File: src/rtl/gpu_pkg.sv
// Shared definitions for the GPU core front end.
//   - PROGRAM_MEM_ADDR_BITS / PROGRAM_MEM_DATA_BITS: default program-memory widths.
//   - core_state_t    : core FSM encoding seen on the fetcher's core_state input.
//   - fetcher_state_t : fetcher FSM encoding driven on fetcher_state.
package gpu_pkg;

  localparam int PROGRAM_MEM_ADDR_BITS = 8;
  localparam int PROGRAM_MEM_DATA_BITS = 16;

  typedef enum logic [2:0] {
    CORE_IDLE    = 3'b000,
    CORE_FETCH   = 3'b001,
    CORE_DECODE  = 3'b010,
    CORE_REQUEST = 3'b011,
    CORE_WAIT    = 3'b100,
    CORE_EXECUTE = 3'b101,
    CORE_UPDATE  = 3'b110,
    CORE_DONE    = 3'b111
  } core_state_t;

  typedef enum logic [2:0] {
    FETCHER_IDLE     = 3'b000,
    FETCHER_FETCHING = 3'b001,
    FETCHER_FETCHED  = 3'b010
  } fetcher_state_t;

endpackage

File: src/rtl/fetcher_icache_if.sv
// Program-memory read channel between the fetcher and the memory controller.
//   mem_read_valid   : request pending (master -> slave), held until the response.
//   mem_read_address : request address, stable while mem_read_valid is high.
//   mem_read_ready   : response strobe (slave -> master); mem_read_data is valid in that cycle.
//   mem_read_data    : returned instruction.
// Handshake: a request is raised with mem_read_valid and held, address unchanged,
// until the first cycle in which mem_read_ready is high; that cycle completes the
// transfer and the master drops mem_read_valid on the same edge. mem_read_ready
// seen while no request is pending carries no meaning.
interface fetcher_icache_if
  import gpu_pkg::*;
#(
  parameter int ADDR_BITS = PROGRAM_MEM_ADDR_BITS,
  parameter int DATA_BITS = PROGRAM_MEM_DATA_BITS
);
  logic                 mem_read_valid;
  logic [ADDR_BITS-1:0] mem_read_address;
  logic                 mem_read_ready;
  logic [DATA_BITS-1:0] mem_read_data;

  modport master (
    output mem_read_valid,
    output mem_read_address,
    input  mem_read_ready,
    input  mem_read_data
  );

  modport slave (
    input  mem_read_valid,
    input  mem_read_address,
    output mem_read_ready,
    output mem_read_data
  );
endinterface

File: src/rtl/icache_array.sv
// Direct-mapped, one-instruction-per-line cache storage held in flops.
//   clk, reset       : core clock, asynchronous active-low reset (clears valid bits only).
//   i_lookup_addr    : address looked up combinationally.
//   o_hit, o_data    : lookup result from the registered arrays.
//   i_fill_en/addr/data : synchronous line fill.
//   i_invalidate     : flash-clears every valid bit; beats a same-cycle fill.
module icache_array
  import gpu_pkg::*;
#(
  parameter int ADDR_BITS = PROGRAM_MEM_ADDR_BITS,
  parameter int DATA_BITS = PROGRAM_MEM_DATA_BITS,
  parameter int LINES     = 8
) (
  input  logic                 clk,
  input  logic                 reset,
  input  logic [ADDR_BITS-1:0] i_lookup_addr,
  output logic                 o_hit,
  output logic [DATA_BITS-1:0] o_data,
  input  logic                 i_fill_en,
  input  logic [ADDR_BITS-1:0] i_fill_addr,
  input  logic [DATA_BITS-1:0] i_fill_data,
  input  logic                 i_invalidate
);
  localparam int INDEX_BITS = $clog2(LINES);
  localparam int TAG_BITS   = ADDR_BITS - INDEX_BITS;

  logic [LINES-1:0]     r_valid;
  logic [TAG_BITS-1:0]  r_tag  [LINES];
  logic [DATA_BITS-1:0] r_data [LINES];

  logic [INDEX_BITS-1:0] w_lookup_idx;
  logic [TAG_BITS-1:0]   w_lookup_tag;
  logic [INDEX_BITS-1:0] w_fill_idx;
  logic [TAG_BITS-1:0]   w_fill_tag;

  assign w_lookup_idx = i_lookup_addr[INDEX_BITS-1:0];
  assign w_lookup_tag = i_lookup_addr[ADDR_BITS-1:INDEX_BITS];
  assign w_fill_idx   = i_fill_addr[INDEX_BITS-1:0];
  assign w_fill_tag   = i_fill_addr[ADDR_BITS-1:INDEX_BITS];

  assign o_hit  = r_valid[w_lookup_idx] && (r_tag[w_lookup_idx] == w_lookup_tag);
  assign o_data = r_data[w_lookup_idx];

  // Invalidate takes priority: a fill landing on the same edge leaves its line invalid.
  always_ff @(posedge clk or negedge reset) begin
    if (!reset) begin
      r_valid <= '0;
    end else if (i_invalidate) begin
      r_valid <= '0;
    end else if (i_fill_en) begin
      r_valid[w_fill_idx] <= 1'b1;
    end
  end

  // Tag and data carry no reset; they are only trusted behind a valid bit.
  always_ff @(posedge clk) begin
    if (i_fill_en) begin
      r_tag[w_fill_idx]  <= w_fill_tag;
      r_data[w_fill_idx] <= i_fill_data;
    end
  end
endmodule

File: src/rtl/fetcher_icache.sv
// Instruction fetch stage with a small direct-mapped instruction cache.
//   clk, reset    : core clock, asynchronous active-low reset.
//   core_state    : core FSM state; FETCH starts a fetch from IDLE, DECODE releases FETCHED.
//   current_pc    : address to fetch.
//   invalidate    : one-cycle pulse clearing the whole cache.
//   mem (master)  : program-memory read channel, used only on misses.
//   fetcher_state : IDLE / FETCHING / FETCHED (also the FSM debug view).
//   instruction   : fetched instruction, stable while FETCHED and until the next fetch.
//   hit_count, miss_count : saturating event counters.
module fetcher_icache #(
  parameter int PROGRAM_MEM_ADDR_BITS = gpu_pkg::PROGRAM_MEM_ADDR_BITS,
  parameter int PROGRAM_MEM_DATA_BITS = gpu_pkg::PROGRAM_MEM_DATA_BITS,
  parameter int CACHE_LINES           = 8,
  parameter int COUNT_BITS            = 16
) (
  input  logic                             clk,
  input  logic                             reset,
  input  logic [2:0]                       core_state,
  input  logic [PROGRAM_MEM_ADDR_BITS-1:0] current_pc,
  input  logic                             invalidate,
  fetcher_icache_if.master                 mem,
  output logic [2:0]                       fetcher_state,
  output logic [PROGRAM_MEM_DATA_BITS-1:0] instruction,
  output logic [COUNT_BITS-1:0]            hit_count,
  output logic [COUNT_BITS-1:0]            miss_count
);
  import gpu_pkg::*;

  fetcher_state_t                   r_state;
  logic                             r_mem_valid;
  logic [PROGRAM_MEM_ADDR_BITS-1:0] r_mem_addr;
  logic [PROGRAM_MEM_DATA_BITS-1:0] r_instruction;
  logic [COUNT_BITS-1:0]            r_hit_count;
  logic [COUNT_BITS-1:0]            r_miss_count;

  logic                             w_hit;
  logic [PROGRAM_MEM_DATA_BITS-1:0] w_hit_data;
  logic                             w_fill_en;

  // A response only counts while a request is outstanding.
  assign w_fill_en = (r_state == FETCHER_FETCHING) && mem.mem_read_ready;

  icache_array #(
    .ADDR_BITS (PROGRAM_MEM_ADDR_BITS),
    .DATA_BITS (PROGRAM_MEM_DATA_BITS),
    .LINES     (CACHE_LINES)
  ) u_array (
    .clk           (clk),
    .reset         (reset),
    .i_lookup_addr (current_pc),
    .o_hit         (w_hit),
    .o_data        (w_hit_data),
    .i_fill_en     (w_fill_en),
    .i_fill_addr   (r_mem_addr),
    .i_fill_data   (mem.mem_read_data),
    .i_invalidate  (invalidate)
  );

  always_ff @(posedge clk or negedge reset) begin
    if (!reset) begin
      r_state       <= FETCHER_IDLE;
      r_mem_valid   <= 1'b0;
      r_mem_addr    <= '0;
      r_instruction <= '0;
      r_hit_count   <= '0;
      r_miss_count  <= '0;
    end else begin
      case (r_state)
        FETCHER_IDLE: begin
          if (core_state == CORE_FETCH) begin
            if (w_hit) begin
              r_instruction <= w_hit_data;
              r_state       <= FETCHER_FETCHED;
              if (r_hit_count != {COUNT_BITS{1'b1}}) r_hit_count <= r_hit_count + 1'b1;
            end else begin
              r_mem_valid <= 1'b1;
              r_mem_addr  <= current_pc;
              r_state     <= FETCHER_FETCHING;
              if (r_miss_count != {COUNT_BITS{1'b1}}) r_miss_count <= r_miss_count + 1'b1;
            end
          end
        end
        FETCHER_FETCHING: begin
          if (mem.mem_read_ready) begin
            r_mem_valid   <= 1'b0;
            r_instruction <= mem.mem_read_data;
            r_state       <= FETCHER_FETCHED;
          end
        end
        FETCHER_FETCHED: begin
          if (core_state == CORE_DECODE) r_state <= FETCHER_IDLE;
        end
        default: r_state <= FETCHER_IDLE;
      endcase
    end
  end

  assign mem.mem_read_valid   = r_mem_valid;
  assign mem.mem_read_address = r_mem_addr;
  assign fetcher_state        = r_state;
  assign instruction          = r_instruction;
  assign hit_count            = r_hit_count;
  assign miss_count           = r_miss_count;
endmodule

File: src/flat_wrapper.sv
// flat-port wrapper written by rule: the top's interface ports become plain ports
module fetcher_icache_flat import gpu_pkg::*;
#(
  parameter int PROGRAM_MEM_ADDR_BITS = gpu_pkg::PROGRAM_MEM_ADDR_BITS,
  parameter int PROGRAM_MEM_DATA_BITS = gpu_pkg::PROGRAM_MEM_DATA_BITS,
  parameter int CACHE_LINES           = 8,
  parameter int COUNT_BITS            = 16
)
  (clk, reset, core_state, current_pc, invalidate, fetcher_state, instruction, hit_count, miss_count, mem_mem_read_valid, mem_mem_read_address, mem_mem_read_ready, mem_mem_read_data);
  fetcher_icache_if mem_i ();
  input  logic clk;
  input  logic reset;
  input  logic [2:0] core_state;
  input  logic [PROGRAM_MEM_ADDR_BITS-1:0] current_pc;
  input  logic invalidate;
  output logic [2:0] fetcher_state;
  output logic [PROGRAM_MEM_DATA_BITS-1:0] instruction;
  output logic [COUNT_BITS-1:0] hit_count;
  output logic [COUNT_BITS-1:0] miss_count;
  output wire logic [$bits(mem_i.mem_read_valid)-1:0] mem_mem_read_valid;
  output wire logic [$bits(mem_i.mem_read_address)-1:0] mem_mem_read_address;
  input wire logic [$bits(mem_i.mem_read_ready)-1:0] mem_mem_read_ready;
  input wire logic [$bits(mem_i.mem_read_data)-1:0] mem_mem_read_data;
  assign mem_mem_read_valid = mem_i.mem_read_valid;
  assign mem_mem_read_address = mem_i.mem_read_address;
  assign mem_i.mem_read_ready = mem_mem_read_ready;
  assign mem_i.mem_read_data = mem_mem_read_data;
  fetcher_icache #(.PROGRAM_MEM_ADDR_BITS(PROGRAM_MEM_ADDR_BITS), .PROGRAM_MEM_DATA_BITS(PROGRAM_MEM_DATA_BITS), .CACHE_LINES(CACHE_LINES), .COUNT_BITS(COUNT_BITS)) u_core (.clk(clk), .reset(reset), .core_state(core_state), .current_pc(current_pc), .invalidate(invalidate), .mem(mem_i), .fetcher_state(fetcher_state), .instruction(instruction), .hit_count(hit_count), .miss_count(miss_count));
endmodule
File: config.mk
export PLATFORM = sky130hd
export DESIGN_NAME = fetcher_icache_flat
export DESIGN_NICKNAME = d
export VERILOG_FILES = /design/src/rtl/gpu_pkg.sv /design/src/rtl/fetcher_icache_if.sv /design/src/rtl/icache_array.sv /design/src/rtl/fetcher_icache.sv /design/src/flat_wrapper.sv
export SDC_FILE = /design/constraint.sdc
export NUM_CORES = 1
export LEC_CHECK = 0
export CAP_MARGIN = 30
export CORE_AREA = 2 2 150 152
export CTS_CLUSTER_SIZE = 14
export DETAILED_ROUTE_END_ITERATION = 16
export DIE_AREA = 0 0 152 154
export PLACE_DENSITY = 0.69
export SLEW_MARGIN = 10
export SYNTH_ARGS = -nofsm -noshare
export SYNTH_HDL_FRONTEND = slang
export SYNTH_HIERARCHICAL = 1
export SYNTH_SLANG_ARGS = --single-unit
File: constraint.sdc
create_clock -name clk -period 3.9 [get_ports clk]
set_input_delay 0.78 -clock clk [delete_from_list [all_inputs] [get_ports clk]]
set_output_delay 0.78 -clock clk [all_outputs]
set_load 0.005 [all_outputs]
==> impl_results.html <==
<table>
<tr><th>Metric</th><th>Value</th></tr>
<tr><th colspan="2">GRT</th></tr>
<tr><td>Total global routing overflow</td><td>0</td></tr>
<tr><td>Antenna violations before repair</td><td>1</td></tr>
<tr><td>Met2 routing resource usage after global routing</td><td>0.276</td></tr>
<tr><td>Combined global-route utilization of all metal layers</td><td>0.170</td></tr>
<tr><td>Wire length of the first global-routing pass</td><td>31500 um</td></tr>
<tr><td>Largest net degree at the start of global routing</td><td>38</td></tr>
<tr><td>Met3 usage in global routing</td><td>0.0364</td></tr>
<tr><td>Met1 usage in global routing</td><td>0.238</td></tr>
<tr><td>Number of global-route vias before repair</td><td>5534</td></tr>
<tr><td>Peak-usage layer in the global routing report</td><td>met2</td></tr>
<tr><th colspan="2">CTS</th></tr>
<tr><td>Post-cts sizing count</td><td>0</td></tr>
<tr><td>TritonCTS clock tree</td><td>done</td></tr>
<tr><td>Maximum clock path buffer count</td><td>3</td></tr>
<tr><td>Number of buffers inserted by hold repair at cts</td><td>0</td></tr>
<tr><td>Number of buffers added by the clock tree synthesis step</td><td>25</td></tr>
<tr><td>Clock-pin slew on the worst setup and hold paths</td><td>0.06 ns</td></tr>
<tr><td>Worst skew pair latency</td><td>0.51 ns</td></tr>
<tr><td>Deepest level of the CTS H-tree</td><td>1</td></tr>
<tr><td>Clock Sinks</td><td>235</td></tr>
<tr><td>Clock root buffer</td><td>clkbuf_16</td></tr>
<tr><td>Count of buffers added by post-CTS timing repair for setup</td><td>0</td></tr>
<tr><th colspan="2">Yosys</th></tr>
<tr><td>Leading cell types by count after synthesis</td><td>edfxtp_1, dfrtp_1, mux2_2, mux4_2, xor2_1</td></tr>
<tr><td>Top FF cell, synth</td><td>edfxtp_1</td></tr>
<tr><td>Portion of synthesized cell area occupied by the leading cell type</td><td>0.524</td></tr>
<tr><td>Sequential element share of the synthesized area</td><td>0.698</td></tr>
<tr><td>Cell Area, Synth</td><td>9630 um^2</td></tr>
<tr><td>Cell accounting for the most synthesized area</td><td>edfxtp_1</td></tr>
<tr><td>Post-synth cell types</td><td>41</td></tr>
<tr><td>Syn Inst Count</td><td>532</td></tr>
<tr><td>Most frequently used cell type in the post-synthesis netlist</td><td>edfxtp_1</td></tr>
<tr><td>Number of enable flip-flop cells after synthesis</td><td>168</td></tr>
<tr><td>Mean area per synthesized cell</td><td>18.1 um^2</td></tr>
<tr><td>Synthesized flop and latch total</td><td>235</td></tr>
<tr><td>Main area contributors after synthesis</td><td>edfxtp_1, dfrtp_1, mux4_2, mux2_2, xor2_1</td></tr>
<tr><td>FFs w/ async S/R, synth</td><td>0.285</td></tr>
<tr><td>Synth warn</td><td>6</td></tr>
<tr><td>Post-synthesis net count</td><td>565</td></tr>
<tr><th colspan="2">Critical path</th></tr>
<tr><td>Worst Reg-to-Reg Cells</td><td>9</td></tr>
<tr><td>Worst reg2reg setup slack</td><td>0.83 ns</td></tr>
<tr><td>Critical R2R Capture</td><td>u_core/miss_count[4]</td></tr>
<tr><td>Required time at the worst-slack endpoint</td><td>4.32 ns</td></tr>
<tr><td>First element of the critical path</td><td>current_pc[2]</td></tr>
<tr><td>Startpoint kind of the worst setup timing path</td><td>primary input</td></tr>
<tr><td>Startpoint of the lowest-slack register-to-register path</td><td>u_core/u_array/r_valid[5]</td></tr>
<tr><td>CP Capture Type</td><td>register</td></tr>
<tr><td>Critical path class</td><td>in2reg</td></tr>
<tr><td>Crit path max fanout</td><td>10</td></tr>
<tr><td>Worst Path Arrival</td><td>3.80 ns</td></tr>
<tr><th colspan="2">Detailed routing</th></tr>
<tr><td># DRC</td><td>0</td></tr>
<tr><td>Number of iterations in the first detailed-routing pass</td><td>5</td></tr>
<tr><td>Final ANT Viol Nets</td><td>0</td></tr>
<tr><td>Detailed Route Iter0 Violations</td><td>369</td></tr>
<tr><td>Total routed wirelength</td><td>19600 um</td></tr>
<tr><td>Number of vias per cell</td><td>5.52</td></tr>
<tr><td>Average routed wire per standard cell</td><td>20.6 um</td></tr>
<tr><td>Vias</td><td>5240</td></tr>
<tr><th colspan="2">Timing</th></tr>
<tr><td>RSZ-0062 raised after global routing</td><td>false</td></tr>
<tr><td>Hold Violations, Final</td><td>0</td></tr>
<tr><td>Count of endpoints failing setup in the final report</td><td>0</td></tr>
<tr><td>Final Skew</td><td>0.00994 ns</td></tr>
<tr><td>Max Freq</td><td>295 MHz</td></tr>
<tr><td>Ratio of final minimum period to clock period</td><td>0.868</td></tr>
<tr><td>Tightest slew margin relative to the limit</td><td>0.449</td></tr>
<tr><td>Time the worst path needs with I/O delays and setup</td><td>3.38 ns</td></tr>
<tr><td>Total Neg Setup Slack</td><td>0 ns</td></tr>
<tr><td>Max Transition Viols Final</td><td>0</td></tr>
<tr><td>Slew at the pin closest to its max-slew limit</td><td>0.827 ns</td></tr>
<tr><th colspan="2">Die</th></tr>
<tr><td>Die boundary height</td><td>154 um</td></tr>
<tr><td>Horiz. Die Dim</td><td>152 um</td></tr>
<tr><td>Die outline area</td><td>23400 um^2</td></tr>
<tr><td>Core area</td><td>21700 um^2</td></tr>
<tr><td>Placement Rows</td><td>54</td></tr>
<tr><td>Starting density of the core</td><td>0.444</td></tr>
<tr><td>Count of boundary I/O pins</td><td>91</td></tr>
<tr><th colspan="2">Final layout</th></tr>
<tr><td>Antenna diodes</td><td>0</td></tr>
<tr><td>Area Growth Syn to Fin</td><td>21.5%</td></tr>
<tr><td>Layout Utilization</td><td>0.540</td></tr>
<tr><td>Share of final-layout standard cells stronger than drive strength 1</td><td>0.224</td></tr>
<tr><td>Final layout net count</td><td>684</td></tr>
<tr><th colspan="2">Place</th></tr>
<tr><td>Half-perimeter wire length after placement</td><td>12100 um</td></tr>
<tr><td>Input/output buffers</td><td>89</td></tr>
<tr><td>Routability congestion estimate from global placement</td><td>0.877</td></tr>
<tr><th colspan="2">Power and ir drop</th></tr>
<tr><td>Pwr per Cell Area</td><td>512 nW/um^2</td></tr>
<tr><td>Static leakage</td><td>4.26 nW</td></tr>
<tr><td>Maximum VDD drop</td><td>0.319 mV</td></tr>
<tr><th colspan="2">Job</th></tr>
<tr><td>Maxcap violations</td><td>0</td></tr>
<tr><th colspan="2">Outcome</th></tr>
<tr><td>Result of the run</td><td>finished, final reports clean</td></tr>
<tr><th colspan="2">Hold path</th></tr>
<tr><td>Path class of the lowest-slack min-delay path</td><td>in2async</td></tr>
</table>
## through the flow
step / cell area [um^2] / power [mW] / hold slack [ns] / cells / worst slack [ns]
floorplan: 9630 / 3.43 / 0.458 / 532 / 0.396
global placement: 11000 / 3.92 / 0.471 / 904 / 0.122
detailed placement: 11000 / 3.94 / 0.479 / 904 / -0.00577
CTS: 11700 / 6.07 / 0.387 / 949 / 0.521
global route: 11700 / 6.24 / 0.437 / 949 / 0.339
finish: 11700 / 6.00 / 0.379 / 949 / 0.516
## worst max path at each step
stage,endpoint,depth (start not counted),slack [ns]
after floorplan,u_core/u_array/r_data[0][0],7,0.40
after global placement,u_core/miss_count[9],12,0.12
after detailed placement,u_core/miss_count[5],10,-0.006
after CTS,u_core/miss_count[5],10,0.52
after global routing,u_core/miss_count[5],10,0.34
final,u_core/miss_count[4],10,0.52
## report_power, final
part | total, mW | switching, mW | internal [mW]
registers | 3.11 | 0.192 | 2.92
clock network | 2.11 | 0.886 | 1.22
logic | 0.777 | 0.290 | 0.487
## cells in the final DEF, fill, tap and decap left out, drive strengths merged, types with 7 or more instances in the layout
cell,n
nor2,29
nor3,14
nand3,10
nand4,10
nand2,11
dfrtp,67
nor4,11
edfxtp,168
mux4,41
mux2,59
mux2i,15
clkdlybuf4s50,86
nor4b,7
xor2,32
buf,27
clkbuf,40
## sequential cells by signal, summed over array words and instances (netlist names)
name	cells
u_core/mem.mem_read_address	8
u_core/hit_count	16
u_core/miss_count	16
u_core/u_array/r_valid	8
u_core/u_array/r_data	128
u_core/mem.mem_read_valid	1
u_core/fetcher_state	2
u_core/u_array/r_tag	40
u_core/instruction	16
## layer usage
| metal | vias up | wire length (um) |
|---|---|---|
| met5 | - | 12 |
| met2 | 167 | 9130 |
| met1 | 2704 | 8850 |
| li1 | 2332 | - |
| met3 | 35 | 1200 |
| met4 | 2 | 387 |
## logic make-up after synthesis
group,Yosys count,share of synthesized area
mux,115,0.181
simple gates,110,0.0643
flops,235,0.698
fa+ha+maj,2,0.00260
xor+xnor,35,0.0318
buf+inv,26,0.0168
compound gates,8,0.00520
other cells,1,0.000389
## worst max-delay path, stage by stage
cell and delay [ns]:
clkdlybuf4s50_1 0.60, buf_4 0.27, mux2i_1 0.31, xnor2_1 0.17, nor3_2 0.09, or4b_1 0.54, nand2b_1 0.32, buf_4 0.25
nor3b_1 0.24, xor2_1 0.20
## cell type report
type                    instances  area [um^2]
inverters                       5         18.8
fillers                      1693         9990
clock inverters                 5         22.5
flip-flops and latches        235         6720
multi-input cells             271         2780
well taps                     280          350
clock buffers                  40          702
repair buffers                113         1110
(Power assumes the default switching activity.)
